[config.mk]
export PLATFORM = sky130hd
export DESIGN_NAME = seq_pattern_gen
export DESIGN_NICKNAME = d
export VERILOG_FILES = /design/src/rtl/seq_pattern_gen.sv
export SDC_FILE = /design/constraint.sdc
export NUM_CORES = 1
export LEC_CHECK = 0
export ABC_AREA = 1
export BUFFER_PORTS_ARGS = -buffer_cell sky130_fd_sc_hd__buf_2
export CAP_MARGIN = 10
export CORE_ASPECT_RATIO = 1.75
export CORE_UTILIZATION = 55
export DETAILED_ROUTE_END_ITERATION = 16
export GPL_TIMING_DRIVEN = 0
export PLACE_DENSITY = 0.77
export SETUP_SLACK_MARGIN = 0.5
export SKIP_CTS_REPAIR_TIMING = 1
export SLEW_MARGIN = 15
export SYNTH_ARGS = -nofsm -noshare
export SYNTH_HDL_FRONTEND = slang
export SYNTH_SLANG_ARGS = --single-unit
[constraint.sdc]
create_clock -name clk -period 4.08 [get_ports clk]
set_input_delay 1.02 -clock clk [delete_from_list [all_inputs] [get_ports clk]]
set_output_delay 1.02 -clock clk [all_outputs]
set_load 0.03 [all_outputs]
[src/rtl/seq_pattern_gen.sv]
// Serial pattern generator: shifts out len bits MSB-first, rep+1 times,
// separated by GAP idle bit-times, then pulses done for one cycle.
module seq_pattern_gen #(
  parameter int PAT_W = 8,
  parameter int GAP   = 1
) (
  input  logic             clk,
  input  logic             rst,
  input  logic             start,
  input  logic             abort,
  input  logic [PAT_W-1:0] pattern,
  input  logic [3:0]       len,
  input  logic [3:0]       rep,
  output logic             data_out,
  output logic             bit_valid,
  output logic             busy,
  output logic             done,
  output logic [1:0]       dbg_state
);

  // Handshake: start is a request sampled only in IDLE with len!=0; it is
  // accepted on that edge and the first bit appears the next cycle. done is a
  // single-cycle completion pulse; an aborted or reset transfer never pulses.

  localparam int GAP_W = (GAP > 1) ? $clog2(GAP) : 1;

  typedef enum logic [1:0] {
    S_IDLE  = 2'd0,
    S_SHIFT = 2'd1,
    S_GAP   = 2'd2,
    S_DONE  = 2'd3
  } state_t;

  state_t             state;
  logic [PAT_W-1:0]   pat_q;
  logic [3:0]         len_q;
  logic [3:0]         rep_q;
  logic [3:0]         bit_idx;
  logic [GAP_W-1:0]   gap_cnt;
  logic [3:0]         eff_len;

  assign dbg_state = state;

  // Lengths above PAT_W are clamped so the shifter never runs off the pattern.
  always_comb begin
    eff_len = len;
    if (int'(len) > PAT_W) eff_len = 4'(PAT_W);
  end

  function automatic logic bit_at(input logic [PAT_W-1:0] p, input logic [3:0] idx);
    logic [PAT_W-1:0] s;
    s = p >> idx;
    return s[0];
  endfunction

  always_ff @(posedge clk) begin
    if (rst) begin
      state     <= S_IDLE;
      data_out  <= 1'b0;
      bit_valid <= 1'b0;
      busy      <= 1'b0;
      done      <= 1'b0;
      pat_q     <= '0;
      len_q     <= '0;
      rep_q     <= '0;
      bit_idx   <= '0;
      gap_cnt   <= '0;
    end else if (abort && (state == S_SHIFT || state == S_GAP)) begin
      state     <= S_IDLE;
      data_out  <= 1'b0;
      bit_valid <= 1'b0;
      busy      <= 1'b0;
      done      <= 1'b0;
    end else begin
      case (state)
        S_IDLE: begin
          if (start && len != 4'd0) begin
            state     <= S_SHIFT;
            pat_q     <= pattern;
            len_q     <= eff_len;
            rep_q     <= rep;
            bit_idx   <= eff_len - 4'd1;
            data_out  <= bit_at(pattern, eff_len - 4'd1);
            bit_valid <= 1'b1;
            busy      <= 1'b1;
          end
        end
        S_SHIFT: begin
          if (bit_idx != 4'd0) begin
            bit_idx  <= bit_idx - 4'd1;
            data_out <= bit_at(pat_q, bit_idx - 4'd1);
          end else if (rep_q != 4'd0) begin
            rep_q <= rep_q - 4'd1;
            if (GAP > 0) begin
              state     <= S_GAP;
              gap_cnt   <= GAP_W'(GAP - 1);
              data_out  <= 1'b0;
              bit_valid <= 1'b0;
            end else begin
              // Back-to-back repetition: reload straight into the top bit.
              bit_idx  <= len_q - 4'd1;
              data_out <= bit_at(pat_q, len_q - 4'd1);
            end
          end else begin
            state     <= S_DONE;
            data_out  <= 1'b0;
            bit_valid <= 1'b0;
            busy      <= 1'b0;
            done      <= 1'b1;
          end
        end
        S_GAP: begin
          if (gap_cnt == '0) begin
            state     <= S_SHIFT;
            bit_idx   <= len_q - 4'd1;
            data_out  <= bit_at(pat_q, len_q - 4'd1);
            bit_valid <= 1'b1;
          end else begin
            gap_cnt <= gap_cnt - GAP_W'(1);
          end
        end
        S_DONE: begin
          state <= S_IDLE;
          done  <= 1'b0;
        end
        default: begin
          state     <= S_IDLE;
          data_out  <= 1'b0;
          bit_valid <= 1'b0;
          busy      <= 1'b0;
          done      <= 1'b0;
        end
      endcase
    end
  end

endmodule
==> results.md <==
- Clock group share of total power: 0.110
- Pins Over Slew Limit: 0
- Chip Height: between 70 and 80 um
- Clock buffer depth: 2
- WL final: about 4300 um
- Post-Synth XOR/XNOR Area: 0.01469
- Final core occ: 0.6494
- First-pass GRT wire length: 7100 um
- Psw: 796.5 uW
- Cts bufs inserted: 3
- Yosys warnings: 0
- Reg-to-reg startpoint: dbg_state[1]
- Antenna diodes: 0
- Row count: 27
- Clk Latency, worst-skew pair: around 0.28 ns
- Unrepaired setup endpoints after global routing: false
- All-layer global routing usage: 0.2733
- Simple-Gate Fraction of Synth Area: 0.3294
- CP delay by family, top: buffers and inverters
- Startpoint class of the critical path: register
- Ys async rst share: 0
- Worst Tran Pin Value: about 0.54 ns
- Initial Util: 0.5757
- CP Cell Sequence: inv_1 -> ha_1 -> clkbuf_1 -> nand2_1 -> nand3_2 -> buf_6 -> o21ai_0 -> a21oi_1
- Die area: about 3500 um^2
- Max incr delay on CP: 0.44 ns
- Vias in the first global route: around 1600
- Top FF cell, synth: dfxtp_1
- Die width: between 40 and 50 um
- Sw Ratio: 0.5049
- Hold Path Cell Cnt: 2
- Syn Nets: 298
- R2R Path End: len_q[2]
- Overflow after GRT: 0
- LEAKAGE: 0.9882 nW
- R2R Setup Slk: 1.93 ns
- Cell Pwr Density: about 800 nW/um^2
- Sequential Power Share: 0.275
- Nets@finish: 327
- Via count: 1765
- Max Clk Rate: approximately 460 MHz
- Final antenna-violating net count: 0
- Placer Congestion: 0.8710
- Initial antenna violation count: 0
- Final worst path period share: 0.5280
- PortBufs: 24
- R2R cell count: 8
- Outcome: completed
- CTS sink cnt: 26
- 1st-iter DRT viols: 46
- Clk slew on worst S/H paths: approximately 0.090 ns
- Worst Hold Class: register to register
- I/O Pins: 26
- DPL Wire Length: 3351 um
- Sequential fraction of the synthesis area: 0.2909
- Sum Neg Setup Slack: 0 ns
- Share of layout cells above drive strength 1: 0.1627
- Max Cap Viol: 0
- Crit path buf inv count: 3
- Post-synth EDFFs: 0
- Final Setup Violations: 0
- Max VDD drop: ~0.00054 V
- Setup Crit Path Kind: register to register
- First drt pass iteration count: 4
- Largest net degree at the start of global routing: 15
- Vias per Instance: 5.222
- Post-route DRC: 0
- HP Start: busy
- Min cycle time layout: approximately 2.2 ns
- Worst endpoint required time: roughly 4.3 ns
- Mux contribution to synthesized area: 0
- Area grow syn2layout: 12.80%
- Critical Path End Type: register
- Hold Path End: busy
- Clock tree from TritonCTS: yes
- Synth cell types: 38
- Core Region: roughly 3100 um^2
- Mean Syn Cell Area: between 6 and 7 um^2
- Final Hold Fails: 0
- CTS root buf: clkbuf_8
- # H-tree levels: 1
- Drt wl/cell: ~13 um
- P_int: around 800 uW
- Fill cell count: approximately 330
- Post-Syn Area: approximately 1800 um^2
- Synth Area in Adders: 0.07692
- Worst-path maximum fanout: 10
- CP max stage cell: dfxtp_1
- Slew Limit Headroom: 0.6419
- Combinational fraction of design power: 0.615
- Largest family of logic cells by synthesized area: simple AND/OR/NAND/NOR gates
- Post-synthesis compound-gate area fraction: 0.1902
- Number of synthesized register bits: 26
- Setup Skew: 0.003085 ns
- Post-synthesis instance total: ~270
- Crit path DAT: around 2.4 ns
per-stage QoR:
stage	hold WS, ns	area, um^2	setup WS [ns]	power, mW	instances
6_report	0.4874	2018	1.926	1.578	338
3_5_place_dp	0.4634	1963	1.738	1.399	334
4_1_cts	0.4827	2018	1.950	1.578	338
3_3_place_gp	0.4620	1963	1.755	1.382	334
2_1_floorplan	0.4485	1789	2.105	1.182	267
5_1_grt	0.5085	2018	1.793	1.726	338
cell type report:
class                   instances  area [um^2]  area share
multi-input cells             197         1094      0.5418
flip-flops and latches         26        520.5      0.2579
inverters                      39        148.9     0.07378
repair buffers                 24        120.1     0.05952
clock buffers                   4        55.05     0.02728
well taps                      43        53.80     0.02666
plain buffers                   5        26.28     0.01302
cell families (layout without fill, tap and decap cells):
group           after synthesis  count (layout)
buf+inv                      44              72
simple gates                125             125
flops                        26              26
compound gates               58              58
xor+xnor                      3               3
fa+ha+maj                    11              11
per-layer routing:
layer / routed length (um) / up-vias / GRT usage / part of all wire
li1: - / 924 / - / -
met1: 1735 / 799 / 0.2841 / 0.40
met2: 2366 / 34 / 0.5087 / 0.55
met3: 93 / 8 / 0.02791 / 0.022
met4: 121 / 0 / 0.1242 / 0.028
met5: 0 / - / 0 / 0
worst max path at each step:
stage                            start       end  slack (ns)  depth (start not counted)
after CTS                 dbg_state[1]  len_q[2]        1.95                          8
final                     dbg_state[1]  len_q[2]        1.93                          8
after global routing      dbg_state[1]  len_q[2]        1.79                          8
after detailed placement        len[0]  data_out        1.74                         12
after floorplan                 len[0]  rep_q[3]        2.10                         10
after global placement          len[0]  data_out        1.75                         12
layout by cell type (no fill, tap or decap), types with 2 or more instances in the layout:
cell and n:
a21oi_1 22, a21oi_2 2, a31oi_1 2, buf_2 24, clkbuf_1 3, clkbuf_8 4
clkinv_2 2, dfxtp_1 26, ha_1 11, inv_1 35, nand2_1 72, nand2_2 2
nand2_4 2, nand3_1 15, nand3_2 2, nand3b_1 5, nor2_1 18, nor2_2 2
o21ai_0 22, o22a_1 2, o22ai_1 2, xor2_1 2
flip-flops by register name (all words and copies together) (netlist names):
signal     count
bit_idx        4
bit_valid      1
busy           1
data_out       1
dbg_state      2
done           1
len_q          4
pat_q          8
rep_q          4
worst min-delay path: stages (launching register included):
cell and delay (ns):
dfxtp_1 0.32, o21ai_0 0.07, a21oi_1 0.06
synthesized netlist by cell type, types with 2 or more instances:
library cell | count | area share
nand2_2 | 2 | 0.0070
nor2_1 | 18 | 0.038
o22ai_1 | 2 | 0.0070
xor2_1 | 2 | 0.0098
nand3_1 | 15 | 0.042
nand3b_1 | 5 | 0.021
clkinv_2 | 2 | 0.0056
nand2_1 | 72 | 0.15
clkbuf_1 | 3 | 0.0063
nand3_2 | 2 | 0.011
o22a_1 | 2 | 0.0098
a21oi_1 | 22 | 0.062
dfxtp_1 | 26 | 0.29
nand2_4 | 2 | 0.013
a21oi_2 | 2 | 0.0098
a31oi_1 | 2 | 0.0070
nor2_2 | 2 | 0.0070
ha_1 | 11 | 0.077
inv_1 | 35 | 0.073
o21ai_0 | 22 | 0.062
power groups by stage:
stage	Clock (mW)	Combinational (mW)	Sequential, mW
floorplan	0	0.710	0.471
global route	0.187	1.09	0.450
global placement	0	0.944	0.437
CTS	0.176	0.969	0.433
finish	0.173	0.970	0.434
detailed placement	0	0.961	0.438
Power figures use the tool's default switching activity.
